$ cat config.mk
export PLATFORM = sky130hd
export DESIGN_NAME = exp2_cordic_ctrl_flat
export DESIGN_NICKNAME = d
export VERILOG_FILES = /design/src/rtl/exp2_cordic_if.sv /design/src/rtl/exp2_cordic_ctrl.sv /design/src/flat_wrapper.sv
export SDC_FILE = /design/constraint.sdc
export NUM_CORES = 1
export LEC_CHECK = 0
export CAP_MARGIN = 20
export CORE_UTILIZATION = 30
export DETAILED_ROUTE_END_ITERATION = 12
export GPL_TIMING_DRIVEN = 0
export PLACE_DENSITY = 0.54
export REMOVE_ABC_BUFFERS = 1
export SKIP_CTS_REPAIR_TIMING = 1
export SYNTH_ARGS = -nofsm -noshare
export SYNTH_HDL_FRONTEND = slang
export SYNTH_SLANG_ARGS = --single-unit
$ cat constraint.sdc
create_clock -name clk -period 7.5 [get_ports clk]
set_clock_uncertainty 0.2 [all_clocks]
set_input_delay 0.75 -clock clk [delete_from_list [all_inputs] [get_ports clk]]
set_output_delay 0.75 -clock clk [all_outputs]
set_load 0.02 [all_outputs]
$ cat src/rtl/exp2_cordic_if.sv
// Handshake and angle-table bus for the exp2 CORDIC sequencer.
// The slave side is the sequencer. The master side is the operand source, the table and the result sink.
interface exp2_cordic_if;
   logic        in_valid;
   logic        in_ready;
   logic [31:0] in_z;
   logic [4:0]  count;
   logic [31:0] partial;
   logic        out_valid;
   logic        out_ready;
   logic [31:0] out_data;
   logic        out_ovf;
   logic        busy;

   modport master (
      output in_valid, in_z, partial, out_ready,
      input  in_ready, count, out_valid, out_data, out_ovf, busy
   );

   modport slave (
      input  in_valid, in_z, partial, out_ready,
      output in_ready, count, out_valid, out_data, out_ovf, busy
   );
endinterface

$ cat src/rtl/exp2_cordic_ctrl.sv
// Hyperbolic-CORDIC sequencer that computes 2^z for a signed Q8.24 operand.
// The integer part of z becomes a final shift. The fractional part is rotated through the external angle table.
module exp2_cordic_ctrl #(
   parameter int          N_ITER = 24,
   parameter logic [31:0] X0     = 32'h0135_1E88
) (
   input  logic         clk,
   input  logic         rst_n,
   exp2_cordic_if.slave bus
);
   localparam logic [4:0] LAST = 5'(N_ITER);

   typedef enum logic [1:0] {S_IDLE, S_ITER, S_NORM, S_DONE} state_t;

   state_t             st, nxt;
   logic signed [31:0] x, y, z;
   logic signed [7:0]  n;
   logic [4:0]         idx;
   logic               rep;
   logic [31:0]        out_data_q;
   logic               out_ovf_q;

   logic               d_pos, rep_now, last;
   logic signed [31:0] xs, ys, p;
   logic signed [31:0] x_nxt, y_nxt, z_nxt;
   logic [31:0]        m, res;
   logic [7:0]         neg_n;
   logic               ovf;

   // Micro-rotation. The direction follows the sign of the residual angle.
   always_comb begin
      d_pos = ~z[31];
      xs    = x >>> idx;
      ys    = y >>> idx;
      p     = $signed(bus.partial);
      x_nxt = d_pos ? x + ys : x - ys;
      y_nxt = d_pos ? y + xs : y - xs;
      z_nxt = d_pos ? z - p  : z + p;
   end

   // Indices 4 and 13 run twice. This keeps the hyperbolic iteration convergent.
   assign rep_now = ((idx == 5'd4) || (idx == 5'd13)) && !rep;
   assign last    = (idx == LAST) && !rep_now;

   // Normalisation. The CORDIC result m is in [1,2) and is scaled by 2^n.
   always_comb begin
      m     = 32'(x + y);
      neg_n = 8'(-n);
      res   = '0;
      ovf   = 1'b0;
      if (n >= 8'sd7) begin
         res = 32'h7FFF_FFFF;
         ovf = 1'b1;
      end else if (n >= 8'sd0) begin
         res = m << n[2:0];
      end else if (n >= -8'sd31) begin
         res = m >> neg_n[4:0];
      end
   end

   always_comb begin
      nxt = st;
      case (st)
         S_IDLE:  if (bus.in_valid)  nxt = S_ITER;
         S_ITER:  if (last)          nxt = S_NORM;
         S_NORM:                     nxt = S_DONE;
         S_DONE:  if (bus.out_ready) nxt = S_IDLE;
         default:                    nxt = S_IDLE;
      endcase
   end

   always_ff @(posedge clk or negedge rst_n) begin
      if (!rst_n) st <= S_IDLE;
      else        st <= nxt;
   end

   always_ff @(posedge clk or negedge rst_n) begin
      if (!rst_n) begin
         x          <= '0;
         y          <= '0;
         z          <= '0;
         n          <= '0;
         idx        <= '0;
         rep        <= 1'b0;
         out_data_q <= '0;
         out_ovf_q  <= 1'b0;
      end else begin
         case (st)
            S_IDLE: if (bus.in_valid) begin
               n   <= $signed(bus.in_z[31:24]);
               z   <= $signed({8'h00, bus.in_z[23:0]});
               x   <= $signed(X0);
               y   <= '0;
               idx <= 5'd1;
               rep <= 1'b0;
            end
            S_ITER: begin
               x <= x_nxt;
               y <= y_nxt;
               z <= z_nxt;
               if (rep_now) begin
                  rep <= 1'b1;
               end else begin
                  rep <= 1'b0;
                  if (!last) idx <= idx + 5'd1;
               end
            end
            S_NORM: begin
               out_data_q <= res;
               out_ovf_q  <= ovf;
            end
            default: ;
         endcase
      end
   end

   assign bus.in_ready  = (st == S_IDLE);
   assign bus.busy      = (st != S_IDLE);
   assign bus.count     = (st == S_ITER) ? idx : 5'd0;
   assign bus.out_valid = (st == S_DONE);
   assign bus.out_data  = out_data_q;
   assign bus.out_ovf   = out_ovf_q;
endmodule

$ cat src/flat_wrapper.sv
// flat-port wrapper written by rule: the top's interface ports become plain ports
module exp2_cordic_ctrl_flat 
#(
   parameter int          N_ITER = 24,
   parameter logic [31:0] X0     = 32'h0135_1E88
)
  (clk, rst_n, bus_in_valid, bus_in_z, bus_partial, bus_out_ready, bus_in_ready, bus_count, bus_out_valid, bus_out_data, bus_out_ovf, bus_busy);
  exp2_cordic_if bus_i ();
  input  logic clk;
  input  logic rst_n;
  input wire logic [$bits(bus_i.in_valid)-1:0] bus_in_valid;
  input wire logic [$bits(bus_i.in_z)-1:0] bus_in_z;
  input wire logic [$bits(bus_i.partial)-1:0] bus_partial;
  input wire logic [$bits(bus_i.out_ready)-1:0] bus_out_ready;
  output wire logic [$bits(bus_i.in_ready)-1:0] bus_in_ready;
  output wire logic [$bits(bus_i.count)-1:0] bus_count;
  output wire logic [$bits(bus_i.out_valid)-1:0] bus_out_valid;
  output wire logic [$bits(bus_i.out_data)-1:0] bus_out_data;
  output wire logic [$bits(bus_i.out_ovf)-1:0] bus_out_ovf;
  output wire logic [$bits(bus_i.busy)-1:0] bus_busy;
  assign bus_i.in_valid = bus_in_valid;
  assign bus_i.in_z = bus_in_z;
  assign bus_i.partial = bus_partial;
  assign bus_i.out_ready = bus_out_ready;
  assign bus_in_ready = bus_i.in_ready;
  assign bus_count = bus_i.count;
  assign bus_out_valid = bus_i.out_valid;
  assign bus_out_data = bus_i.out_data;
  assign bus_out_ovf = bus_i.out_ovf;
  assign bus_busy = bus_i.busy;
  exp2_cordic_ctrl #(.N_ITER(N_ITER), .X0(X0)) u_core (.clk(clk), .rst_n(rst_n), .bus(bus_i));
endmodule
==> out/summary.md <==
The worst register-to-register path begins at u_core.idx[0]$_DFFE_PN0P_. The total wire length is 78.0 mm, and the final period demand of the worst path is 7080 ps. In this run the number of H-tree levels came out at 4. Walking the worst path, the cells encountered are buf_16, mux2_2, mux2i_2, o21ai_2, o221a_2, nor2_1, and4_2, nor3b_4, o21a_1, a21oi_1, xnor2_1, o21ai_0, ha_1, o21ai_0, nor2_1, o41ai_1, o211ai_1, a31oi_2, o21ai_0, a31oi_1, o21ai_0, xnor2_2, a21oi_1, o22ai_1. The count of nets left with antenna violations once routing finished came out at 0. The sequential-to-total area share from yosys stat is 0.166, and the combined buffer and inverter count along the critical path is 1.

The logs give 7720 ps for the required arrival time at the worst endpoint and 0.320 for the met2 usage in global routing. Type of the most critical hold path: in2async. The post-synthesis async set-or-reset flop share was 1.00; the iteration-0 DRC count of the detailed router was 1,913. The flow ran to the end, but the final reports show violations. The logs give 3,628 for the count of placed standard cells including taps and 0 for the number of warning messages in the yosys log. The area growth from synthesis to layout is 13.4%. The clock insertion delay at the later pin of the skew report came out at 500 ps. For the worst slew margin relative to its limit, the log shows 0.234.

Maximum fanout along the worst path: 54. Post-synthesis cell type count: 99. The tools report the clock tree root driver cell as sky130_fd_sc_hd__clkbuf_16. The number of vias per cell after detailed routing is 5.92, and the top-level I/O count is 109. In this run the core area contains 98 standard-cell rows. The HPWL after detailed placement is 59.4 mm, and the final routed wire length divided by cell count is 21.3 µm.

The most used flip-flop cell after synthesis is sky130_fd_sc_hd__dfrtp_1. After detailed routing, the number of remaining DRC violations is 0. The end of the worst register-to-register path is u_core.y[31]$_DFFE_PN0P_.

TritonCTS built the clock tree. The fraction of layout instances using a drive strength above 1 was 0.102. After global routing, the most crowded layer is met2.

Setup slack on the critical path of the routed design comes to 424 ps. The logs give 2 for the buffer depth of the longest clock path and 20,100 for the number of global-route vias before repair. The synthesized netlist occupies a cell area of 0.0219 mm². The synthesized netlist cell count was 2,711. After synthesis the netlist holds a flip-flop and latch count of 145. In this design, the critical path's most frequently occurring cell is sky130_fd_sc_hd__o21ai_0. The part of the cycle the worst path needs is 0.943, and the summed negative setup slack over all endpoints is 0 ps.

The floorplan step set the die width to 272 µm. Count of input and output buffers: 108. The slowest stage cell on the critical path is sky130_fd_sc_hd__dfrtp_4.

The clock-pin transition on the worst setup and hold timing paths is 70 ps. 0 antenna diodes ended up in the layout. The logs give 0.290 for the met1 demand-to-capacity share in global routing and 0.304 for the initial standard-cell utilization of the core. The run gives 0.207 as the total routing usage reported by global routing.

Counting flops with a built-in enable in the synthesized netlist gives 0. The first global-routing pass estimated 121 mm of wire. The max-cap violation count is 0. Cell family contributing the most delay on the critical path: compound AO/OA/AOI/OAI gates.

The final design utilization is 0.345. The congestion estimate from routability-driven global placement came to 0.952. The count of nets after finishing came out at 2,911. The path type of the worst setup path is reg2reg. Tracing the worst setup path back leads to its startpoint at u_core.idx[0]$_DFFE_PN0P_.

Prior to clock tree synthesis, the placed netlist has a worst setup slack of -675 ps. The vertical die dimension is 272 µm. Entering global routing, the biggest net connects 85 pins. The final hold violation count is 19.

The number of cell instances on the worst register-to-register path is 24, and the final instance count without filler cells is 3,665. The die area is 0.0740 mm². Setup repair after global routing left no endpoint under its margin. The run gives 0.0324 as the fraction of met3 tracks used by global routing. In the layout the commonest cells are 251 x sky130_fd_sc_hd__nand2_1, 250 x sky130_fd_sc_hd__a21oi_1, 231 x sky130_fd_sc_hd__nor2_1, 195 x sky130_fd_sc_hd__o21ai_0, 138 x sky130_fd_sc_hd__dfrtp_1. The setup-violating endpoint count in the final report came out at 0.

The total vias in the final route is 21,700. Most common library cell in the layout ignoring fill and taps: sky130_fd_sc_hd__nand2_1. The smallest hold slack was -18.4 ps. For flop-to-flop paths, the worst setup slack is 420 ps. The logs give 141 MHz for the upper clock frequency limit and 0 for the number of antenna violations at the first check in global routing.

The average size of a mapped cell is 8.06 µm². The tools report the area of the core as 0.0719 mm². The run gives 0 as the final number of max-transition violations.

The final reports fail on negative hold slack. The number of clock buffers added by TritonCTS is 17. The peak per-stage delay on the critical path came out at 570 ps. The worst setup path is captured at a flip-flop. The tools report the category of the worst setup path launch point as a flip-flop.

Summed over all layers, the global routing overflow is 0. The tools report the arrival time of data at the critical path endpoint as 7300 ps. The tools report the number of search-and-repair iterations in the first detailed-routing pass as 6.

The clock sink count was 145. At the pin with the least slew margin, the transition time is 1120 ps.
how the worst max path moves through the flow:
stage	cells past startpoint	endpoint	slack [ps]
global route	24	u_core.y[31]$_DFFE_PN0P_	10
floorplan	23	u_core.y[31]$_DFFE_PN0P_	-1240
global placement	5	u_core.x[28]$_DFFE_PN0P_	-10270
CTS	23	u_core.y[31]$_DFFE_PN0P_	-700
finish	24	u_core.y[31]$_DFFE_PN0P_	420
detailed placement	23	u_core.y[31]$_DFFE_PN0P_	-680
cells in the mapped netlist (all sizes together), types with 11 or more instances:
| library cell | n | area (µm²) |
|---|---|---|
| nand2 | 252 | 946 |
| a21oi | 250 | 1250 |
| nor2 | 232 | 871 |
| o21ai | 200 | 1000 |
| dfrtp | 145 | 3630 |
| ha | 137 | 1710 |
| mux2i | 124 | 1240 |
| clkbuf | 109 | 409 |
| xnor2 | 101 | 885 |
| xor2 | 95 | 832 |
| mux4 | 93 | 2100 |
| inv | 72 | 270 |
| a21o | 68 | 510 |
| buf | 57 | 329 |
| mux2 | 54 | 619 |
| nand3 | 52 | 260 |
| nor3 | 50 | 255 |
| o211ai | 41 | 308 |
| a31oi | 40 | 250 |
| and2 | 37 | 231 |
| a211oi | 30 | 225 |
| o21a | 30 | 225 |
| and3 | 28 | 180 |
| nand2b | 26 | 163 |
| o22ai | 26 | 163 |
| o31ai | 20 | 150 |
| a221oi | 19 | 166 |
| or3 | 18 | 113 |
| a22oi | 17 | 128 |
| nand4 | 17 | 106 |
| or2 | 17 | 106 |
| a211o | 16 | 140 |
| nor2b | 16 | 100 |
| o21bai | 16 | 120 |
| nor4 | 13 | 96.3 |
| a2111oi | 12 | 111 |
| nor3b | 11 | 82.6 |
| o211a | 11 | 110 |
registers in the layout, summed over array words and instances, names as in the netlist:
register	cells
u_core.bus.out_data	32
u_core.bus.out_ovf	1
u_core.idx	5
u_core.n	8
u_core.rep	1
u_core.st	2
u_core.x	32
u_core.y	32
u_core.z	32
per-stage QoR:
stage / cell area, µm² / hold slack, ps
5_1_grt: 24800 / 3.03
4_1_cts: 24600 / -14.8
2_1_floorplan: 21100 / 243
6_report: 24800 / -18.4
3_5_place_dp: 24000 / 270
3_3_place_gp: 23400 / 262
routing by layer:
| metal | part of all wire | routed length [µm] |
|---|---|---|
| met5 | 0 | 0 |
| met4 | 0.032 | 2470 |
| met3 | 0.065 | 5100 |
| met2 | 0.44 | 34600 |
| met1 | 0.46 | 35900 |
logic make-up (layout without fill, tap and decap cells):
family | count (synthesis) | after routing | synth area share
xor gates and xnor gates | 196 | 196 | 0.0785
adders and majority gates | 141 | 141 | 0.0821
muxes | 271 | 271 | 0.181
buffers and inverters | 244 | 248 | 0.0472
DFF | 145 | 145 | 0.166
and+or+nand+nor | 803 | 803 | 0.174
AOI/OAI and AO/OA | 911 | 911 | 0.271
final cells by class:
| type | instances | area (µm²) |
|---|---|---|
| fillers | 7627 | 47100 |
| multi-input cells | 2322 | 17300 |
| flip-flops and latches | 145 | 3650 |
| repair buffers | 138 | 1710 |
| well taps | 950 | 1190 |
| clock buffers | 18 | 439 |
| inverters | 78 | 300 |
| clock inverters | 14 | 180 |
Power is left out: the tool's default activity adds up to more than one toggle a clock period on the data nets, which glitch-free logic cannot reach.
